**src/rtl/inv_chain_bist_ctrl_if.sv**
```systemverilog
// Control/status bundle between the test/config logic (master) and the
// inverter-chain BIST sequencer (slave).
interface inv_chain_bist_ctrl_if #(
  parameter int CNT_W  = 16,
  parameter int WAIT_W = 4
);
  logic              start;
  logic [CNT_W-1:0]  num_vectors;
  logic [WAIT_W-1:0] settle_cycles;
  logic              busy;
  logic              done;
  logic              pass;
  logic [CNT_W-1:0]  err_count;

  modport master (
    output start, num_vectors, settle_cycles,
    input  busy, done, pass, err_count
  );

  modport slave (
    input  start, num_vectors, settle_cycles,
    output busy, done, pass, err_count
  );
endinterface

```
**src/rtl/inv_chain_bist_ctrl.sv**
```systemverilog
// BIST sequencer for the flop-launched inverter delay chain. Each vector
// toggles the chain input, waits a latched number of settle cycles, then
// compares the chain output with the polarity implied by the cell count and
// accumulates a saturating mismatch count. A run ends with done/pass held
// until the next accepted start.
module inv_chain_bist_ctrl #(
  parameter int N      = 3,
  parameter int CNT_W  = 16,
  parameter int WAIT_W = 4
) (
  input  logic                 clk,
  input  logic                 rst,
  inv_chain_bist_ctrl_if.slave ctrl,
  output logic                 chain_in_o,
  input  logic                 chain_out_i
);

  // An odd number of inverters flips the launched value.
  localparam logic EXP_POL = 1'(N % 2);

  typedef enum logic [1:0] {
    IDLE,
    DRIVE,
    SETTLE,
    CHECK
  } state_e;

  state_e            state_q, state_d;
  logic              chain_in_q, chain_in_d;
  logic              busy_q, busy_d;
  logic              done_q, done_d;
  logic              pass_q, pass_d;
  logic [CNT_W-1:0]  err_q, err_d;
  logic [CNT_W-1:0]  vec_cnt_q, vec_cnt_d;
  logic [CNT_W-1:0]  num_vec_q, num_vec_d;
  logic [WAIT_W-1:0] settle_q, settle_d;
  logic [WAIT_W-1:0] wait_cnt_q, wait_cnt_d;

  logic [WAIT_W-1:0] settle_eff;
  logic              mismatch;
  logic [CNT_W-1:0]  err_after_check;
  logic              last_vec;

  // A settle value of zero would skip the chain's own input register.
  assign settle_eff = (ctrl.settle_cycles == '0) ? WAIT_W'(1) : ctrl.settle_cycles;

  assign mismatch        = chain_out_i != (chain_in_q ^ EXP_POL);
  assign err_after_check = (mismatch && (err_q != '1)) ? err_q + CNT_W'(1) : err_q;
  assign last_vec        = (vec_cnt_q + CNT_W'(1)) == num_vec_q;

  // State and datapath registers; every register returns to zero on reset.
  always_ff @(posedge clk or posedge rst) begin
    if (rst) begin
      state_q    <= IDLE;
      chain_in_q <= 1'b0;
      busy_q     <= 1'b0;
      done_q     <= 1'b0;
      pass_q     <= 1'b0;
      err_q      <= '0;
      vec_cnt_q  <= '0;
      num_vec_q  <= '0;
      settle_q   <= '0;
      wait_cnt_q <= '0;
    end else begin
      state_q    <= state_d;
      chain_in_q <= chain_in_d;
      busy_q     <= busy_d;
      done_q     <= done_d;
      pass_q     <= pass_d;
      err_q      <= err_d;
      vec_cnt_q  <= vec_cnt_d;
      num_vec_q  <= num_vec_d;
      settle_q   <= settle_d;
      wait_cnt_q <= wait_cnt_d;
    end
  end

  // Next-state logic: accept a run in IDLE, then cycle drive/settle/check per vector.
  always_comb begin
    state_d    = state_q;
    chain_in_d = chain_in_q;
    busy_d     = busy_q;
    done_d     = done_q;
    pass_d     = pass_q;
    err_d      = err_q;
    vec_cnt_d  = vec_cnt_q;
    num_vec_d  = num_vec_q;
    settle_d   = settle_q;
    wait_cnt_d = wait_cnt_q;

    unique case (state_q)
      IDLE: begin
        if (ctrl.start) begin
          num_vec_d = ctrl.num_vectors;
          settle_d  = settle_eff;
          err_d     = '0;
          vec_cnt_d = '0;
          if (ctrl.num_vectors == '0) begin
            done_d = 1'b1;
            pass_d = 1'b1;
          end else begin
            done_d  = 1'b0;
            pass_d  = 1'b0;
            busy_d  = 1'b1;
            state_d = DRIVE;
          end
        end
      end

      DRIVE: begin
        chain_in_d = ~chain_in_q;
        wait_cnt_d = settle_q;
        state_d    = SETTLE;
      end

      SETTLE: begin
        wait_cnt_d = wait_cnt_q - WAIT_W'(1);
        if (wait_cnt_q == WAIT_W'(1)) begin
          state_d = CHECK;
        end
      end

      CHECK: begin
        err_d = err_after_check;
        if (last_vec) begin
          busy_d  = 1'b0;
          done_d  = 1'b1;
          pass_d  = (err_after_check == '0);
          state_d = IDLE;
        end else begin
          vec_cnt_d = vec_cnt_q + CNT_W'(1);
          state_d   = DRIVE;
        end
      end

      default: state_d = IDLE;
    endcase
  end

  assign chain_in_o     = chain_in_q;
  assign ctrl.busy      = busy_q;
  assign ctrl.done      = done_q;
  assign ctrl.pass      = pass_q;
  assign ctrl.err_count = err_q;

endmodule
```
**src/flat_wrapper.sv**
```systemverilog
// flat-port wrapper written by rule: the top's interface ports become plain ports
module inv_chain_bist_ctrl_flat 
#(
  parameter int N      = 3,
  parameter int CNT_W  = 16,
  parameter int WAIT_W = 4
)
  (clk, rst, chain_in_o, chain_out_i, ctrl_start, ctrl_num_vectors, ctrl_settle_cycles, ctrl_busy, ctrl_done, ctrl_pass, ctrl_err_count);
  inv_chain_bist_ctrl_if #(.CNT_W(CNT_W), .WAIT_W(WAIT_W)) ctrl_i ();
  input  logic clk;
  input  logic rst;
  output logic chain_in_o;
  input  logic chain_out_i;
  input wire logic [$bits(ctrl_i.start)-1:0] ctrl_start;
  input wire logic [$bits(ctrl_i.num_vectors)-1:0] ctrl_num_vectors;
  input wire logic [$bits(ctrl_i.settle_cycles)-1:0] ctrl_settle_cycles;
  output wire logic [$bits(ctrl_i.busy)-1:0] ctrl_busy;
  output wire logic [$bits(ctrl_i.done)-1:0] ctrl_done;
  output wire logic [$bits(ctrl_i.pass)-1:0] ctrl_pass;
  output wire logic [$bits(ctrl_i.err_count)-1:0] ctrl_err_count;
  assign ctrl_i.start = ctrl_start;
  assign ctrl_i.num_vectors = ctrl_num_vectors;
  assign ctrl_i.settle_cycles = ctrl_settle_cycles;
  assign ctrl_busy = ctrl_i.busy;
  assign ctrl_done = ctrl_i.done;
  assign ctrl_pass = ctrl_i.pass;
  assign ctrl_err_count = ctrl_i.err_count;
  inv_chain_bist_ctrl #(.N(N), .CNT_W(CNT_W), .WAIT_W(WAIT_W)) u_core (.clk(clk), .rst(rst), .ctrl(ctrl_i), .chain_in_o(chain_in_o), .chain_out_i(chain_out_i));
endmodule
```
**config.mk**
```make
export PLATFORM = sky130hd
export DESIGN_NAME = inv_chain_bist_ctrl_flat
export DESIGN_NICKNAME = d
export VERILOG_FILES = /design/src/rtl/inv_chain_bist_ctrl_if.sv /design/src/rtl/inv_chain_bist_ctrl.sv /design/src/flat_wrapper.sv
export SDC_FILE = /design/constraint.sdc
export NUM_CORES = 1
export LEC_CHECK = 0
export ABC_CLOCK_PERIOD_IN_PS = 3200
export CORE_UTILIZATION = 50
export CTS_CLUSTER_SIZE = 30
export DETAILED_ROUTE_END_ITERATION = 10
export DONT_BUFFER_PORTS = 1
export GPL_TIMING_DRIVEN = 0
export PLACE_DENSITY = 0.77
export SYNTH_ARGS = -nofsm -noshare
export SYNTH_HDL_FRONTEND = slang
export SYNTH_SLANG_ARGS = --single-unit
```
**constraint.sdc**
```tcl
create_clock -name clk -period 3.2 [get_ports clk]
set_input_delay 0.16 -clock clk [delete_from_list [all_inputs] [get_ports clk]]
set_output_delay 0.16 -clock clk [all_outputs]
set_load 0.005 [all_outputs]
```
==> run_summary.xml <==
<?xml version="1.0" encoding="UTF-8"?>
<metrics>
  <group name="run_status">
    <metric name="outcome" unit="">completed</metric>
  </group>
  <group name="synth">
    <metric name="synthesized_netlist_net_count" unit="">470</metric>
    <metric name="ys_dominant_reg_cell" unit="">dfrtp_1</metric>
    <metric name="synth_enable_flop_cells" unit="">0</metric>
    <metric name="yosysWarningCount" unit="">0</metric>
    <metric name="synth_largest_type_area_fraction" unit="">0.390</metric>
    <metric name="synth_seq_cells" unit="">62</metric>
    <metric name="yosys.area.top_type" unit="">dfrtp_1</metric>
    <metric name="synth_seq_area_share" unit="">0.390</metric>
    <metric name="netlist_instances" unit="">438</metric>
    <metric name="avgSynthCellArea" unit="sq um">9.07</metric>
    <metric name="post_synth_instance_area" unit="sq mm">0.00397</metric>
    <metric name="postSynth.asyncResetShare" unit="">1.00</metric>
    <metric name="netlist_top_cells_area" unit="">dfrtp_1 (39%), mux2_2 (5.7%), o21ai_0 (4.3%)</metric>
    <metric name="synth_cell_types" unit="">66</metric>
  </group>
  <group name="global_route">
    <metric name="globalRouteTotalUtil" unit="">0.262</metric>
    <metric name="grt_pass1_wl" unit="mm">17.0</metric>
    <metric name="globalRoute.busiestLayer" unit="">met2</metric>
    <metric name="grt.met2_usage" unit="">0.428</metric>
    <metric name="grtUsageMet3" unit="">0.0687</metric>
    <metric name="grt_overflow_total" unit="">0</metric>
    <metric name="groute.layer.met1.usage" unit="">0.335</metric>
    <metric name="grt_start_max_net_pins" unit="">34</metric>
    <metric name="antenna_found_initial" unit="">0</metric>
    <metric name="grt_pass1_vias" unit="">3501</metric>
  </group>
  <group name="placed_design">
    <metric name="gpl.final_weighted_congestion" unit="">0.947</metric>
    <metric name="dpl_worst_slack" unit="ns">-0.240</metric>
    <metric name="place.port_buffers" unit="">0</metric>
    <metric name="hpwlAfterDp" unit="mm">7.02</metric>
    <metric name="place_area" unit="sq mm">0.00412</metric>
  </group>
  <group name="routing">
    <metric name="drc_viols" unit="">0</metric>
    <metric name="overall_routed_net_length" unit="mm">10.3</metric>
    <metric name="drtIter0Drc" unit="">387</metric>
    <metric name="firstDrtPassIters" unit="">6</metric>
    <metric name="routedWlPerCell" unit="microns">17.8</metric>
    <metric name="route.vias.total" unit="">3631</metric>
    <metric name="detail-route-antenna-nets" unit="">0</metric>
    <metric name="avgViaCountPerCell" unit="">6.26</metric>
  </group>
  <group name="clocking">
    <metric name="htree_levels" unit="">3</metric>
    <metric name="tritoncts_clock_tree" unit="">built</metric>
    <metric name="clock-sinks" unit="">62</metric>
    <metric name="clockRootBuffer" unit="">clkbuf_8</metric>
    <metric name="clk_pin_slew" unit="ns">0.07</metric>
    <metric name="cts_buffer_depth" unit="">2</metric>
    <metric name="clock_insertion_delay_worst_skew" unit="ns">0.34</metric>
    <metric name="cts_inserted_buffers" unit="">9</metric>
  </group>
  <group name="timing">
    <metric name="fin_setup_tns" unit="ns">0</metric>
    <metric name="hold_viol_final" unit="">0</metric>
    <metric name="fmax" unit="MHz">321</metric>
    <metric name="slew_headroom" unit="">0.476</metric>
    <metric name="final.setup.worst_slack" unit="ns">0.0815</metric>
    <metric name="setup_viol" unit="">0</metric>
    <metric name="finalMaxSlewViolations" unit="">0</metric>
    <metric name="max_slew.worst_pin.slew" unit="ns">0.780</metric>
    <metric name="period_needed" unit="ns">3.12</metric>
    <metric name="fin_skew" unit="ns">0.00806</metric>
    <metric name="timing.final.crit_share" unit="">0.975</metric>
  </group>
  <group name="pwr">
    <metric name="max_rail_drop_vdd" unit="mV">0.574</metric>
    <metric name="swShare" unit="">0.420</metric>
    <metric name="p_clk_frac" unit="">0.199</metric>
    <metric name="power_frac_seq" unit="">0.355</metric>
    <metric name="powerDensity" unit="mW/mm^2">847</metric>
    <metric name="share_comb_of_total_power" unit="">0.446</metric>
    <metric name="p_leak" unit="uW">0.00181</metric>
    <metric name="internal_power" unit="uW">2290</metric>
    <metric name="net-switching-power" unit="uW">1660</metric>
  </group>
  <group name="floorplanning">
    <metric name="dieHeight" unit="microns">91.2</metric>
    <metric name="width_of_the_die" unit="microns">91.2</metric>
    <metric name="die_area" unit="sq mm">0.00831</metric>
    <metric name="placeable_core_region" unit="sq mm">0.00769</metric>
    <metric name="standard_cell_rows" unit="">32</metric>
    <metric name="io-pin-count" unit="">44</metric>
    <metric name="initial_utilization" unit="">0.517</metric>
  </group>
  <group name="final_layout">
    <metric name="count_of_antenna_diodes_in_the_layout" unit="">0</metric>
    <metric name="area_growth_syn_to_layout" unit="%">17.5</metric>
    <metric name="fin_area" unit="sq mm">0.00467</metric>
    <metric name="final_net_count" unit="">506</metric>
    <metric name="drive_above_1_share" unit="">0.159</metric>
    <metric name="final_core_utilization" unit="">0.607</metric>
  </group>
  <group name="critical_path">
    <metric name="crit_path_end" unit="">u_core.vec_cnt_q[7]</metric>
    <metric name="r2r_start" unit="">u_core.vec_cnt_q[10]</metric>
    <metric name="crit_fanout" unit="">10</metric>
    <metric name="reg2reg_setup_slack" unit="ns">0.08</metric>
    <metric name="cp.required" unit="ns">3.42</metric>
    <metric name="worst-r2r-cell-count" unit="">9</metric>
    <metric name="data_arrival_critical_path" unit="ns">3.34</metric>
    <metric name="setup.worst_path.class" unit="">reg2reg</metric>
    <metric name="crit-reg2reg-capture" unit="">u_core.vec_cnt_q[7]</metric>
    <metric name="setup.worst_path.end_class" unit="">register</metric>
    <metric name="type_of_element_launching_the_critical_path" unit="">register</metric>
    <metric name="worst_setup_path_startpoint" unit="">u_core.vec_cnt_q[10]</metric>
  </group>
  <group name="job">
    <metric name="max_cap_violations" unit="">0</metric>
  </group>
  <group name="hold_path">
    <metric name="class_of_the_tightest_hold_or_removal_check" unit="">in2reg</metric>
    <metric name="timing.hold.worst.start" unit="">ctrl_settle_cycles[0]</metric>
  </group>
</metrics>
[sequential cells by signal, indices dropped and copies added (netlist names)]
| name | cells |
|---|---|
| u_core.ctrl.done | 1 |
| u_core.state_q | 2 |
| u_core.settle_q | 4 |
| u_core.vec_cnt_q | 16 |
| u_core.num_vec_q | 16 |
| u_core.wait_cnt_q | 4 |
| u_core.ctrl.busy | 1 |
| u_core.ctrl.err_count | 16 |
| u_core.chain_in_o | 1 |
| u_core.ctrl.pass | 1 |
[synth_stat cells, types with 2 or more instances]
cell type and n:
o221ai_2 3, xor2_1 14, nand3_1 25, nand4b_1 2
buf_6 3, nor4_1 12, a21o_1 2, xnor2_1 16
o31ai_1 4, a311o_1 2, nand4_1 16, a41oi_1 3
a31oi_1 3, ha_1 8, o21ai_1 5, a21oi_1 22
or3_1 6, nor2_1 22, o221ai_1 5, mux2i_1 3
and2_1 2, nand2b_1 5, nand3b_1 2, inv_1 25
and3_1 7, clkbuf_1 19, o211ai_1 6, a211oi_1 2
o21ai_0 34, a2111oi_0 2, buf_2 4, nor3_1 13
or4_1 2, mux2_2 20, nand2_1 27, dfrtp_1 62
[cell families (layout without fill, tap and decap cells)]
logic type,after synthesis,after routing,share of synthesized area
and+or+nand+nor,152,152,0.208
AOI/OAI and AO/OA,109,109,0.186
DFF,62,62,0.390
buffers and inverters,54,94,0.0592
xor gates and xnor gates,30,30,0.0661
muxes,23,23,0.0642
adders and majority gates,8,8,0.0252
[power groups by stage]
stage | clock, uW | sequential (uW) | combinational [uW]
5_1_grt | 827 | 1440 | 1950
4_1_cts | 799 | 1380 | 1710
3_5_place_dp | 0 | 1360 | 1690
6_report | 787 | 1400 | 1760
3_3_place_gp | 0 | 1350 | 1640
2_1_floorplan | 0 | 1280 | 1360
[final cells by class]
cell class / instances / area [sq um]
fillers: 643 / 3020
multi-input cells: 322 / 2260
flip-flops and latches: 62 / 1560
repair buffers: 27 / 265
well taps: 102 / 128
plain buffers: 27 / 145
inverters: 25 / 93.8
clock buffers: 11 / 151
clock inverters: 4 / 70.1
[cells in the final DEF, fill, tap and decap left out, types with 7 or more instances in the layout]
master,instances
nand2_1,27
ha_1,8
clkbuf_1,17
nand4_1,16
nor2_1,22
dfrtp_1,58
dlygate4sd3_1,20
a21oi_1,22
xor2_1,14
clkbuf_8,11
nand3_1,23
inv_1,24
nor4_1,10
and3_1,7
nor3_1,13
buf_4,8
o21ai_0,34
xnor2_1,16
mux2_2,20
[how the worst min path moves through the flow]
stage,cells past startpoint,slack [ns],endpoint
2_1_floorplan,1,0.31,u_core.settle_q[2]
3_3_place_gp,1,0.31,u_core.num_vec_q[4]
3_5_place_dp,1,0.16,u_core.num_vec_q[0]
4_1_cts,2,0.007,u_core.settle_q[0]
5_1_grt,2,0.01,u_core.settle_q[0]
6_report,2,0.009,u_core.settle_q[0]
[worst max-delay path, stage by stage (launching register included)]
cell and delay, ns:
dfrtp_1 0.50, inv_1 0.10, or4_4 0.57, xnor2_1 0.15
or4b_1 0.53, or4_4 0.54, buf_6 0.17, clkbuf_4 0.21
nand3_1 0.12, o221ai_2 0.11
[layer usage]
metal,wire length [microns],part of all wire
met1,4380,0.42
met3,773,0.075
met5,0,0
met4,142,0.014
met2,5030,0.49
[per-stage QoR]
stage,cells,total power (uW),hold WS [ns]
2_1_floorplan,438,2640,0.310
3_3_place_gp,540,2990,0.311
3_5_place_dp,541,3050,0.164
4_1_cts,574,3900,0.00729
5_1_grt,580,4220,0.0102
6_report,580,3950,0.00915
[timing repair]
item	in CTS	in global routing
pin swaps	0	1
setup endpoints to repair	19	15
hold endpoints to repair	48	0
setup buffers	0	6
resized for setup	7	15
hold buffers	20	0
No activity file was read; power rests on OpenSTA's default activity.
